<file path="config.mk">
export PLATFORM = sky130hd
export DESIGN_NAME = mmio_decoder_flat
export DESIGN_NICKNAME = d
export VERILOG_FILES = /design/src/rtl/mmio_decoder_if.sv /design/src/rtl/mmio_decoder.sv /design/src/flat_wrapper.sv
export SDC_FILE = /design/constraint.sdc
export NUM_CORES = 1
export LEC_CHECK = 0
export ABC_AREA = 1
export ABC_CLOCK_PERIOD_IN_PS = 2100
export CORE_MARGIN = 2
export CORE_UTILIZATION = 36
export DETAILED_ROUTE_END_ITERATION = 10
export GPL_TIMING_DRIVEN = 0
export PLACE_DENSITY = 0.86
export SYNTH_ARGS = -nofsm -noshare
export SYNTH_HDL_FRONTEND = slang
export SYNTH_SLANG_ARGS = --single-unit
</file>
<file path="constraint.sdc">
create_clock -name clk -period 2.1 [get_ports clk]
set_clock_uncertainty 0.15 [all_clocks]
set_input_delay 0.63 -clock clk [delete_from_list [all_inputs] [get_ports clk]]
set_output_delay 0.63 -clock clk [all_outputs]
set_load 0.03 [all_outputs]
</file>
<file path="src/rtl/mmio_decoder_if.sv">
// CPU data-port and RAM-port signal bundle for mmio_decoder.
// master = CPU/RAM side (drives requests and RAM read data), slave = decoder.
interface mmio_decoder_if #(
  parameter int ADDR_W = 8,
  parameter int DATA_W = 32
);
  logic              cpu_req;
  logic              cpu_we;
  logic [ADDR_W-1:0] cpu_addr;
  logic [DATA_W-1:0] cpu_wdata;
  logic [DATA_W-1:0] cpu_rdata;
  logic              cpu_ready;
  logic              mem_we;
  logic [ADDR_W-1:0] mem_addr;
  logic [DATA_W-1:0] mem_wdata;
  logic [DATA_W-1:0] mem_rdata;

  modport master (
    output cpu_req, cpu_we, cpu_addr, cpu_wdata, mem_rdata,
    input  cpu_rdata, cpu_ready, mem_we, mem_addr, mem_wdata
  );

  modport slave (
    input  cpu_req, cpu_we, cpu_addr, cpu_wdata, mem_rdata,
    output cpu_rdata, cpu_ready, mem_we, mem_addr, mem_wdata
  );
endinterface

</file>
<file path="src/rtl/mmio_decoder.sv">
// RAM / I-O register decoder; RAM reads complete MEM_LAT cycles after accept, all else same cycle.
// Requests are held by the CPU until cpu_ready; optional button debounce under MMIO_DEBOUNCE_EN.
module mmio_decoder #(
  parameter int ADDR_W       = 8,
  parameter int DATA_W       = 32,
  parameter int MEM_LAT      = 0,
  parameter int DEBOUNCE_CYC = 16
) (
  input  logic        clk,
  input  logic        reset,
  mmio_decoder_if.slave bus,
  input  logic        btn_l,
  input  logic        btn_r,
  input  logic [15:0] sw,
  output logic [15:0] result
);
  typedef enum logic {S_IDLE, S_MEM_WAIT} state_e;

  localparam int CNT_W = (MEM_LAT > 1) ? $clog2(MEM_LAT) : 1;
  localparam int DB_W  = $clog2(DEBOUNCE_CYC);

  state_e            state_q, state_d;
  logic [CNT_W-1:0]  cnt_q, cnt_d;
  logic [15:0]       sw_s1_q, sw_s1_d, sw_s2_q, sw_s2_d;
  logic [1:0]        btn_s1_q, btn_s1_d, btn_s2_q, btn_s2_d;
  logic [1:0]        btn_prev_q, btn_prev_d;
  logic [2:0]        status_q, status_d;
  logic [15:0]       evcnt_q, evcnt_d;
  logic [15:0]       result_q, result_d;
  logic [1:0]        db_lvl_q, db_lvl_d;
  logic [DB_W-1:0]   db_cnt_q [2];
  logic [DB_W-1:0]   db_cnt_d [2];

  logic              req_idle, io_sel, io_mapped, io_acc, io_wr;
  logic              ready;
  logic [1:0]        word;
  logic [1:0]        btn_cond, btn_rise;
  logic [DATA_W-1:0] rd_dat;

  assign io_sel    = bus.cpu_addr[ADDR_W-1];
  assign io_mapped = (bus.cpu_addr[ADDR_W-2:4] == '0);
  assign word      = bus.cpu_addr[3:2];
  assign req_idle  = bus.cpu_req & (state_q == S_IDLE) & ~reset;
  assign io_acc    = req_idle & io_sel;
  assign io_wr     = io_acc & bus.cpu_we;

  assign bus.mem_addr  = bus.cpu_addr;
  assign bus.mem_wdata = bus.cpu_wdata;
  assign bus.mem_we    = req_idle & bus.cpu_we & ~io_sel;
  assign bus.cpu_ready = ready & ~reset;
  assign bus.cpu_rdata = (ready & ~reset) ? rd_dat : '0;
  assign result        = result_q;

  // Access FSM and read-data mux.
  always_comb begin
    state_d = state_q;
    cnt_d   = cnt_q;
    ready   = 1'b0;
    rd_dat  = '0;
    unique case (state_q)
      S_IDLE: begin
        if (bus.cpu_req) begin
          if (io_sel) begin
            ready = 1'b1;
            if (!bus.cpu_we && io_mapped) begin
              unique case (word)
                2'd0:    rd_dat = DATA_W'(status_q);
                2'd1:    rd_dat = DATA_W'(sw_s2_q);
                2'd2:    rd_dat = DATA_W'(result_q);
                default: rd_dat = DATA_W'(evcnt_q);
              endcase
            end
          end else if (bus.cpu_we) begin
            ready = 1'b1;
          end else if (MEM_LAT == 0) begin
            ready  = 1'b1;
            rd_dat = bus.mem_rdata;
          end else begin
            state_d = S_MEM_WAIT;
            cnt_d   = CNT_W'(MEM_LAT - 1);
          end
        end
      end
      default: begin
        if (cnt_q == '0) begin
          ready   = 1'b1;
          rd_dat  = bus.mem_rdata;
          state_d = S_IDLE;
        end else begin
          cnt_d = cnt_q - CNT_W'(1);
        end
      end
    endcase
  end

  // Input conditioning, event latching and I/O register updates.
  always_comb begin
    sw_s1_d  = sw;
    sw_s2_d  = sw_s1_q;
    btn_s1_d = {btn_r, btn_l};
    btn_s2_d = btn_s1_q;
    db_lvl_d = db_lvl_q;
    for (int i = 0; i < 2; i++) begin
      db_cnt_d[i] = db_cnt_q[i];
    end
`ifdef MMIO_DEBOUNCE_EN
    // Level flips only after DEBOUNCE_CYC consecutive mismatching cycles.
    for (int i = 0; i < 2; i++) begin
      if (btn_s2_q[i] != db_lvl_q[i]) begin
        if (db_cnt_q[i] == DB_W'(DEBOUNCE_CYC - 1)) begin
          db_lvl_d[i] = ~db_lvl_q[i];
          db_cnt_d[i] = '0;
        end else begin
          db_cnt_d[i] = db_cnt_q[i] + DB_W'(1);
        end
      end else begin
        db_cnt_d[i] = '0;
      end
    end
    btn_cond = db_lvl_q;
`else
    btn_cond = btn_s2_q;
`endif
    btn_prev_d = btn_cond;
    btn_rise   = btn_cond & ~btn_prev_q;

    status_d = status_q;
    result_d = result_q;
    if (io_wr && io_mapped && word == 2'd0) begin
      status_d = status_q & ~bus.cpu_wdata[2:0];
    end
    if (io_wr && io_mapped && word == 2'd2) begin
      result_d = bus.cpu_wdata[15:0];
    end
    // Set after clear so a same-cycle event survives the W1C.
    status_d = status_d | {io_acc & ~io_mapped, btn_rise};
    evcnt_d  = evcnt_q + 16'(btn_rise[0]) + 16'(btn_rise[1]);
  end

  always_ff @(posedge clk) begin
    if (reset) begin
      state_q    <= S_IDLE;
      cnt_q      <= '0;
      sw_s1_q    <= '0;
      sw_s2_q    <= '0;
      btn_s1_q   <= '0;
      btn_s2_q   <= '0;
      btn_prev_q <= '0;
      db_lvl_q   <= '0;
      db_cnt_q   <= '{default: '0};
      status_q   <= '0;
      evcnt_q    <= '0;
      result_q   <= '0;
    end else begin
      state_q    <= state_d;
      cnt_q      <= cnt_d;
      sw_s1_q    <= sw_s1_d;
      sw_s2_q    <= sw_s2_d;
      btn_s1_q   <= btn_s1_d;
      btn_s2_q   <= btn_s2_d;
      btn_prev_q <= btn_prev_d;
      db_lvl_q   <= db_lvl_d;
      db_cnt_q   <= db_cnt_d;
      status_q   <= status_d;
      evcnt_q    <= evcnt_d;
      result_q   <= result_d;
    end
  end
endmodule

</file>
<file path="src/flat_wrapper.sv">
// flat-port wrapper written by rule: the top's interface ports become plain ports
module mmio_decoder_flat 
#(
  parameter int ADDR_W       = 8,
  parameter int DATA_W       = 32,
  parameter int MEM_LAT      = 0,
  parameter int DEBOUNCE_CYC = 16
)
  (clk, reset, btn_l, btn_r, sw, result, bus_cpu_req, bus_cpu_we, bus_cpu_addr, bus_cpu_wdata, bus_mem_rdata, bus_cpu_rdata, bus_cpu_ready, bus_mem_we, bus_mem_addr, bus_mem_wdata);
  mmio_decoder_if #(.ADDR_W(ADDR_W), .DATA_W(DATA_W)) bus_i ();
  input  logic clk;
  input  logic reset;
  input  logic btn_l;
  input  logic btn_r;
  input  logic [15:0] sw;
  output logic [15:0] result;
  input wire logic [$bits(bus_i.cpu_req)-1:0] bus_cpu_req;
  input wire logic [$bits(bus_i.cpu_we)-1:0] bus_cpu_we;
  input wire logic [$bits(bus_i.cpu_addr)-1:0] bus_cpu_addr;
  input wire logic [$bits(bus_i.cpu_wdata)-1:0] bus_cpu_wdata;
  input wire logic [$bits(bus_i.mem_rdata)-1:0] bus_mem_rdata;
  output wire logic [$bits(bus_i.cpu_rdata)-1:0] bus_cpu_rdata;
  output wire logic [$bits(bus_i.cpu_ready)-1:0] bus_cpu_ready;
  output wire logic [$bits(bus_i.mem_we)-1:0] bus_mem_we;
  output wire logic [$bits(bus_i.mem_addr)-1:0] bus_mem_addr;
  output wire logic [$bits(bus_i.mem_wdata)-1:0] bus_mem_wdata;
  assign bus_i.cpu_req = bus_cpu_req;
  assign bus_i.cpu_we = bus_cpu_we;
  assign bus_i.cpu_addr = bus_cpu_addr;
  assign bus_i.cpu_wdata = bus_cpu_wdata;
  assign bus_i.mem_rdata = bus_mem_rdata;
  assign bus_cpu_rdata = bus_i.cpu_rdata;
  assign bus_cpu_ready = bus_i.cpu_ready;
  assign bus_mem_we = bus_i.mem_we;
  assign bus_mem_addr = bus_i.mem_addr;
  assign bus_mem_wdata = bus_i.mem_wdata;
  mmio_decoder #(.ADDR_W(ADDR_W), .DATA_W(DATA_W), .MEM_LAT(MEM_LAT), .DEBOUNCE_CYC(DEBOUNCE_CYC)) u_core (.clk(clk), .reset(reset), .bus(bus_i), .btn_l(btn_l), .btn_r(btn_r), .sw(sw), .result(result));
endmodule
</file>
==> results.cfg <==
[run_status]
outcome = finished with violations
violations = negative setup slack

[drt]
routed_via_density = 4.721
vias = 4098
drt_iter0_markers = 320
first_pass_iters = 4
drt-total-wl_microns = 13490
routedWlPerCell_microns = 15.54
drc = 0
antenna_left = 0

[synthesis]
synthMuxAreaShare_pct = 0
synth_common_cells = 106 x nor2_1, 91 x nand2_1, 73 x dfxtp_1
synth-adder-area-share_pct = 0.9043
yosysMostFrequentCell = nor2_1
synthXorXnorAreaFrac_pct = 0.7304
synth_flop_cell = dfxtp_1
syn_inst = 520
ys_warn_count = 0
synth-compound-area-share_pct = 12.17
synth.top_cell.area_share_pct = 40.63
synth_fp_nets = 616
synth.area.top_cells = dfxtp_1 41%, nor2_1 11%, nand2_1 9.5%
synth_cell_types = 28
async_reset_ff_share_pct = 0
synth_top_cell_by_area = dfxtp_1
synthSimpleGateAreaFrac_pct = 26.99
ys_seq_area_share_pct = 40.63
synth-edff-count = 0
synth_seq_cells = 73
avgSynthCellArea_sq_um = 6.918
synth_area_sq_um = 3597
synth_top_family_by_area = simple AND/OR/NAND/NOR gates

[setup_path]
r2r_setup_slack_ps = 60
cp_cell_sequence = buf_12, inv_6, nor2_4, buf_6, nand2_2, o211ai_1, nand2_4, a21oi_4, buf_6
critPathArrivalTime_ps = 1750
critical_path_buf_inv_count = 4
cp-startpoint = bus_cpu_addr[2]
r2r-start = u_core.btn_cond[1]
slowest_delay_ps = 190
reg2reg_depth = 10
required_ps = 1320
slowest_stage = nor2_4
critical_path_class = input pin to output pin
crit_path_end_kind = output pin
crit_top_cell = buf_6
cp_max_fo = 7
cp_top_family = buffers and inverters
crit_path_start_kind = input pin
r2r-end = u_core.evcnt_q[8]

[finish]
design_area_sq_um = 6803
ff_latch_area_sq_um = 1463
filler_cell_count = 748
nNetsFinal = 825
multi_input_area_sq_um = 2116
syn_to_final_growth_pct = 89.11
drive_gt1_share_pct = 39.37

[timing]
setup_viol = 32
fin_setup_tns_ps = -8470
slew_viol_final = 0
fin_crit_sh_pct = 120.4
tightest_slew_ps = 603.9
hold_violations = 0
slew-limit-headroom_pct = 59.74
fin_crit_ps = 2528
max_freq_mhz = 395.6
layout_setup_ws_ps = -428.0
rsz0062_at_grt = yes

[clocking]
cts_tree = built
cts_hold_buf = 0
insertion_delay_ps = 340
cts_sinks = 73
root_buffer = clkbuf_8
clk_pin_slew_ps = 80
cts_buffers = 9
cts_buffer_depth = 2
htree_levels = 3

[die]
fp-row-count = 36
initial_core_util_pct = 36.97
dieArea_sq_um = 10810
ios = 184
fp.dieH_microns = 104.0
die_x_microns = 104.0
core_region_area_sq_um = 9729

[hold_path]
holdPathEnd = u_core.btn_cond[1]
hold_depth = 2
hp-start = u_core.btn_s1_q[1]
worstHoldPathType = register to register

[place]
dpl_cell_area_sq_um = 5823
dp_hpwl_microns = 9229
port_buffers = 162
gp_congestion = 0.8737

[global_routing]
grt_pass1_vias = 3994
grt_pass1_wl_microns = 20200
grt.total_usage_pct = 23.19
grt_overflow = 0
grt_max_degree = 14
antenna_found_initial = 1

[power]
powerDensity_nw_per_um2 = 519.9
ir_drop_v = 0.0003745
p_leak_uw = 0.003024
power_uw = 3537

[run]
maxCapViolCount = 0
worst reg2reg max path, stage by stage (launching register included):
cell     delay, ps
dfxtp_2        330
inv_2           30
or2_4          230
fa_2           380
inv_2           80
ha_4           140
nand3_4         90
nor2_4         210
nand2_2         70
xor2_1         150
nor2_1          60
layout by cell type (no fill, tap or decap), types with 3 or more instances in the layout:
master,count
nor2_4,24
clkbuf_1,7
o21ai_1,11
nand3_4,3
buf_2,6
o211ai_1,11
dfxtp_1,72
nand4_1,5
o21ai_2,10
nor2_1,87
inv_2,5
inv_1,53
buf_4,64
clkdlybuf4s50_1,39
nand3_1,9
buf_12,8
nand3_2,6
nand2_1,48
dlygate4sd2_1,58
o21ai_0,20
or2_4,3
dlymetal6s2s_1,8
a21oi_4,16
buf_6,56
buf_8,4
clkbuf_8,15
a21oi_1,12
nand2_2,31
nand2_4,11
report_power, final:
group / internal (uW) / switching, uW / total (uW)
registers: 1420 / 15.2 / 1440
clock network: 740 / 538 / 1280
logic: 399 / 421 / 820
total: 2560 / 975 / 3540
worst max-delay path by stage:
stage                              to  slack (ps)  cells after the start
floorplan           bus_cpu_rdata[11]        -260                      8
global placement     bus_cpu_rdata[8]       -1610                      8
detailed placement  bus_cpu_rdata[11]       -1640                      8
CTS                 bus_cpu_rdata[14]        -390                      7
global route        bus_cpu_rdata[12]        -480                      9
finish              bus_cpu_rdata[14]        -430                      9
registers in the layout (all words and copies together), names as in the netlist:
register           count
u_core.evcnt_q        16
u_core.result         16
u_core.sw_s1_q        16
u_core.sw_s2_q        16
u_core.status_q        3
u_core.btn_cond        2
u_core.btn_prev_q      2
u_core.btn_s1_q        2
cell type report:
cell class	instances	area share, %
diodes	1	0.03679
repair buffers	199	29.43
well taps	133	2.446
inverters	65	4.212
clock inverters	5	1.251
multi-input cells	319	31.10
flip-flops and latches	73	21.50
clock buffers	11	2.225
plain buffers	62	7.798
metrics by stage:
step	util, %	instances	hold slack [ps]	setup slack, ps
2_1_floorplan	-	520	238.3	-259.7
3_3_place_gp	59.85	815	240.2	-1607
3_5_place_dp	59.85	815	243.9	-1637
4_1_cts	67.09	854	254.8	-393.1
5_1_grt	69.92	868	263.8	-478.4
6_report	69.92	868	249.4	-428.0
cell families after synthesis:
kind of cell | after synthesis
simple gates | 232
buf+inv | 128
compound gates | 82
flops | 73
xor+xnor | 3
fa+ha+maj | 2
metal layers:
metal / vias up / track usage, % / wire (microns)
li1: 2000 / - / -
met1: 1904 / 25.95 / 5249
met4: 0 / 10.52 / 440
met2: 164 / 41.40 / 6903
met3: 30 / 5.702 / 897
met5: - / 0 / 0
repair_timing:
item,in CTS,in global routing
pin swaps,39,37
resized for setup,521,58
endpoints found under the setup margin,115,42
cloned,5,1
setup buffers,19,15
No activity file was read; power rests on OpenSTA's default activity.
